$ cat config.mk
export PLATFORM = sky130hd
export DESIGN_NAME = led_blink_array
export DESIGN_NICKNAME = d
export VERILOG_FILES = /design/src/rtl/led_blink_array.sv
export SDC_FILE = /design/constraint.sdc
export NUM_CORES = 1
export LEC_CHECK = 0
export ABC_AREA = 1
export CORE_MARGIN = 5
export CORE_UTILIZATION = 50
export CTS_CLUSTER_DIAMETER = 60
export DETAILED_ROUTE_END_ITERATION = 8
export GPL_TIMING_DRIVEN = 0
export PLACE_DENSITY = 0.74
export SLEW_MARGIN = 30
export SYNTH_ARGS = -nofsm -noshare
export SYNTH_HDL_FRONTEND = slang
export SYNTH_SLANG_ARGS = --single-unit
$ cat constraint.sdc
create_clock -name clk_edge -period 3.45 [get_ports clk_edge]
set_input_delay 0.5175 -clock clk_edge [delete_from_list [all_inputs] [get_ports clk_edge]]
set_output_delay 0.5175 -clock clk_edge [all_outputs]
set_load 0.005 [all_outputs]
$ cat src/rtl/led_blink_array.sv
// Multi-channel LED blinker: each channel pulses for one cycle at either a fixed
// programmable interval or a pseudo-random interval taken from a shared LFSR.
module led_blink_array #(
  parameter int                       NUM_CH        = 3,
  parameter int                       CNT_W         = 8,
  parameter logic [NUM_CH*CNT_W-1:0]  RST_INTERVALS = {8'd0, 8'd5, 8'd10},
  parameter logic [NUM_CH-1:0]        RST_MODES     = 3'b100,
  parameter logic [15:0]              LFSR_SEED     = 16'hACE1,
  parameter int                       RAND_BITS     = 4,
  parameter int                       RAND_MIN      = 4,
  localparam int                      CH_W          = (NUM_CH > 1) ? $clog2(NUM_CH) : 1
) (
  input  logic              clk_edge,
  input  logic              rstbtn,
  input  logic              en,
  input  logic              cfg_we,
  input  logic [CH_W-1:0]   cfg_ch,
  input  logic              cfg_mode,
  input  logic [CNT_W-1:0]  cfg_interval,
  output logic [NUM_CH-1:0] led,
  output logic              any_pulse
);

  localparam logic [CNT_W-1:0] ONE      = CNT_W'(1);
  localparam logic [CNT_W-1:0] RST_RAND = CNT_W'(RAND_MIN) + CNT_W'(LFSR_SEED[RAND_BITS-1:0]);

  logic [15:0]                   lfsr, lfsr_n;
  logic [NUM_CH-1:0]             mode, mode_n;
  logic [NUM_CH-1:0][CNT_W-1:0]  iv, iv_n;
  logic [NUM_CH-1:0][CNT_W-1:0]  cur_iv, cur_iv_n;
  logic [NUM_CH-1:0][CNT_W-1:0]  cnt, cnt_n;
  logic [NUM_CH-1:0]             led_n;
  logic [CNT_W-1:0]              rand_iv;

  // Random intervals always come from the LFSR value before this edge's shift
  assign rand_iv = CNT_W'(RAND_MIN) + CNT_W'(lfsr[RAND_BITS-1:0]);

  always_comb begin
    lfsr_n   = lfsr;
    mode_n   = mode;
    iv_n     = iv;
    cur_iv_n = cur_iv;
    cnt_n    = cnt;
    led_n    = '0;
    if (en) begin
      lfsr_n = {1'b0, lfsr[15:1]} ^ (lfsr[0] ? 16'hB400 : 16'h0000);
    end
    for (int i = 0; i < NUM_CH; i++) begin
      if (cfg_we && (int'(cfg_ch) == i)) begin
        mode_n[i]   = cfg_mode;
        iv_n[i]     = cfg_interval;
        cnt_n[i]    = '0;
        cur_iv_n[i] = cfg_mode ? rand_iv : cfg_interval;
      end else if (en) begin
        if (cur_iv[i] == '0) begin
          cnt_n[i] = '0;
        end else if (cnt[i] == cur_iv[i] - ONE) begin
          led_n[i]    = 1'b1;
          cnt_n[i]    = '0;
          cur_iv_n[i] = mode[i] ? rand_iv : iv[i];
        end else begin
          cnt_n[i] = cnt[i] + ONE;
        end
      end
    end
  end

  // any_pulse is taken from the next-state vector so it lines up with led
  always_ff @(posedge clk_edge or posedge rstbtn) begin
    if (rstbtn) begin
      lfsr      <= LFSR_SEED;
      mode      <= RST_MODES;
      iv        <= RST_INTERVALS;
      cnt       <= '0;
      led       <= '0;
      any_pulse <= 1'b0;
      for (int i = 0; i < NUM_CH; i++) begin
        cur_iv[i] <= RST_MODES[i] ? RST_RAND : RST_INTERVALS[i*CNT_W +: CNT_W];
      end
    end else begin
      lfsr      <= lfsr_n;
      mode      <= mode_n;
      iv        <= iv_n;
      cur_iv    <= cur_iv_n;
      cnt       <= cnt_n;
      led       <= led_n;
      any_pulse <= |led_n;
    end
  end

endmodule

==> run_results.csv <==
group,metric,value,unit
synth,synth_cells,726,
global_routing,grt_pass1_vias,4615,
floorplanning,die_height,114,um
pwr,report.power.total,4.22,mW
drt,avgViaCountPerCell,5.28,
global_routing,antenna_found_initial,0,
worst_setup_path,start_kind,"register",
worst_setup_path,cpPeakStageDelay,580,ps
synth,seq_area_frac_synth,0.440,
synth,syn_area,5460,sq um
sta,period_share,0.633,
hold_path,hp-class,"reg -> reg",
worst_setup_path,critical_path.n_buffers_inverters,1,
finish,synthToLayoutAreaGrowth,11.2,%
global_routing,grt_first_pass_wirelength,21.4,mm
worst_setup_path,cpMaxStageDelayCell,"dfstp_2",
global_routing,grt_max_degree,64,
finish,multi_input_area,2700,sq um
finish,final_util,0.562,
clock_network,insertion_delay,370,ps
clock_network,post_cts_buffers,0,
worst_setup_path,cp_max_fo,7,
flow_run,max-cap-violations,0,
floorplanning,core-area,10800,sq um
finish,final_nets,779,
synth,ys_ff_latch,95,
drt,post_drt_wl_per_cell,14.0,um
finish,antennaDiodeCount,0,
sta,finalHoldViolCount,0,
sta,slew_headroom,0.624,
clock_network,cts_made_buffers,9,
worst_setup_path,r2r_setup_slack,1270,ps
clock_network,cts_tree,"built",
pwr,p_leak,2.96,nW
sta,rsz0062_at_grt,"false",
sta,setup_tns,0,ps
sta,maxClockFrequency,458,MHz
drt,ant_nets,0,
worst_setup_path,path_common_cell,"nand2_1",
floorplanning,die_area,13100,sq um
synth,ys_types,29,
synth,ys_warn_count,0,
global_routing,met1_usage,0.254,
drt,drt_first_iter_violations,266,
floorplanning,ios,19,
sta,tightest_slew,561,ps
global_routing,grt_use_met2,0.353,
floorplanning,core.rowCount,38,
global_routing,use_met3,0.0275,
worst_setup_path,crit_type,"reg -> reg",
synth,synth.largest_area_cell,"dfrtp_1",
synth,synth.area.top_cells,"dfrtp_1 (35%), nand2_1 (17%), dfstp_2 (9.1%)",
worst_setup_path,end_kind,"register",
clock_network,root_buffer,"clkbuf_8",
placement,finalWeightedCongestion,0.887,
drt,dr.pass1.iters,5,
global_routing,grt.total_usage,0.202,
clock_network,htree_levels,3,
clock_network,cts_sinks,95,
drt,vias,4743,
drt,drt_wl_total,12.5,mm
worst_setup_path,crit_family,"simple AND/OR/NAND/NOR gates",
clock_network,path_clk_slew,90,ps
clock_network,hold_buffers,0,
finish,fillerInstances,994,
sta,skew,11.0,ps
sta,setup_violations,0,
worst_setup_path,arrival,2430,ps
pwr,vdd_ir_drop_max,0.000380,V
sta,period_needed,2180,ps
worst_setup_path,required,3690,ps
synth,avgSynthCellArea,7.52,sq um
floorplanning,initial_utilization,0.506,
clock_network,cts_resized,0,
synth,syn-num-nets,751,
finish,seq_area,2400,sq um
synth,synth_top_area_frac,0.348,
status,outcome,"complete, no violations",
worst_setup_path,path_cells,"inv_1 -> ha_1 -> or2_1 -> nand2_1 -> nand2_1 -> nand2_1 -> nand3_1 -> nor2_2 -> nand2_1 -> nand2_1 -> o21ai_0",
sta,slew_viol_final,0,
global_routing,grt_overflow,0,
sta,holdWs,476,ps
floorplanning,die_x,114,um
drt,drc,0,
placement,dp.final_hpwl,9.34,mm
finish,drive_above_1_share,0.0896,
clock_network,clockBufferDepth,2,
pwr,power_density,696,nW/um^2
global_routing,top_usage_layer,"met2",
placement,port-buffer-count,16,
[Yosys cell counts]
cell type and count:
nand2_2 2, dfrtp_1 76, nand2_4 3, xnor2_1 14
nor2_2 8, mux2i_1 6, nor2_4 1, inv_2 2
a21oi_1 4, buf_2 4, xor2_1 22, nor3_1 6
or2_2 2, o21ai_0 98, clkbuf_2 4, o21ai_1 2
nor3_4 2, nor2_1 40, nand2_1 251, nand3b_1 2
dfstp_2 19, or2_1 1, clkbuf_1 14, inv_1 68
nand3_1 53, ha_1 10, nand3_4 4, nor4_1 2
nand4_1 6
[sequential cells by signal (all words and copies together) (netlist names)]
name and count:
any_pulse 1, cnt 24, cur_iv 24, iv 24, led 3, lfsr 16, mode 3
[placed cells by master (no fill, tap or decap)]
cell,synthesis,routed
nand2_1,251,251
o21ai_0,98,98
dfrtp_1,76,76
inv_1,68,67
nand3_1,53,53
nor2_1,40,40
xor2_1,22,22
dfstp_2,19,19
clkdlybuf4s50_1,0,16
clkbuf_1,14,15
xnor2_1,14,14
clkbuf_8,0,13
ha_1,10,10
nor2_2,8,8
nand4_1,6,6
nor3_1,6,6
mux2i_1,6,6
buf_2,4,4
nand3_4,4,4
clkbuf_2,4,4
a21oi_1,4,4
nand2_4,3,3
nand2_2,2,2
or2_2,2,2
nand3b_1,2,2
nor3_4,2,2
inv_2,2,2
nor4_1,2,2
o21ai_1,2,2
bufinv_16,0,2
or2_1,1,1
nor2_4,1,1
inv_6,0,1
buf_16,0,1
[power breakdown]
group | switching [mW] | internal (mW)
Sequential | 0.274 | 1.42
Combinational | 1.04 | 0.616
Clock | 0.381 | 0.488
Total | 1.70 | 2.53
[final cells by class]
cell class,count,share of cell area
timing repair buffer,17,0.0309
buffer,22,0.0153
inverter,70,0.0441
clock buffer,14,0.0301
clock inverter,2,0.00989
tap,140,0.0289
multi-input combinational,539,0.445
sequential,95,0.396
[metrics by stage]
stage / std cells / instance area, sq um / worst slack (ps)
2_1_floorplan: 726 / 5460 / 487
3_3_place_gp: 882 / 5790 / -906
3_5_place_dp: 883 / 5830 / 1080
4_1_cts: 899 / 6070 / 1270
5_1_grt: 899 / 6070 / 1060
6_report: 899 / 6070 / 1270
[path summary, 6_finish.rpt]
path                            from  depth (start not counted)        to
setup / recovery           cur_iv[8]                         11    cnt[8]
hold / removal              lfsr[11]                          2  lfsr[11]
setup reg to reg           cur_iv[8]                         11    cnt[8]
hold reg to reg             lfsr[11]                          2  lfsr[11]
max in group asynchronous     rstbtn                          3  lfsr[15]
min in group asynchronous     rstbtn                          2    cnt[7]
[cell families (layout without fill, tap and decap cells)]
| family | count (synthesis) | count (layout) | synth area share |
|---|---|---|---|
| AO/OA/AOI/OAI | 104 | 104 | 0.0953 |
| XOR/XNOR | 36 | 36 | 0.0578 |
| adder cells (fa/ha/maj) | 10 | 10 | 0.0229 |
| buffers and inverters | 92 | 125 | 0.0651 |
| flip-flops | 95 | 95 | 0.440 |
| multiplexers | 6 | 6 | 0.0110 |
| AND/OR/NAND/NOR | 383 | 383 | 0.308 |
[layer usage]
metal	vias up	wire, um
met5	-	0
met4	0	279
met3	20	466
met2	113	6230
met1	2246	5570
li1	2364	-
[worst reg2reg max path, cell delays in order, from the launching register on]
cell,delay [ps]
dfstp_2,580
inv_1,110
ha_1,290
or2_1,260
nand2_1,60
nand2_1,50
nand2_1,60
nand3_1,90
nor2_2,180
nand2_1,100
nand2_1,190
o21ai_0,110
No activity file was read; power rests on OpenSTA's default activity.
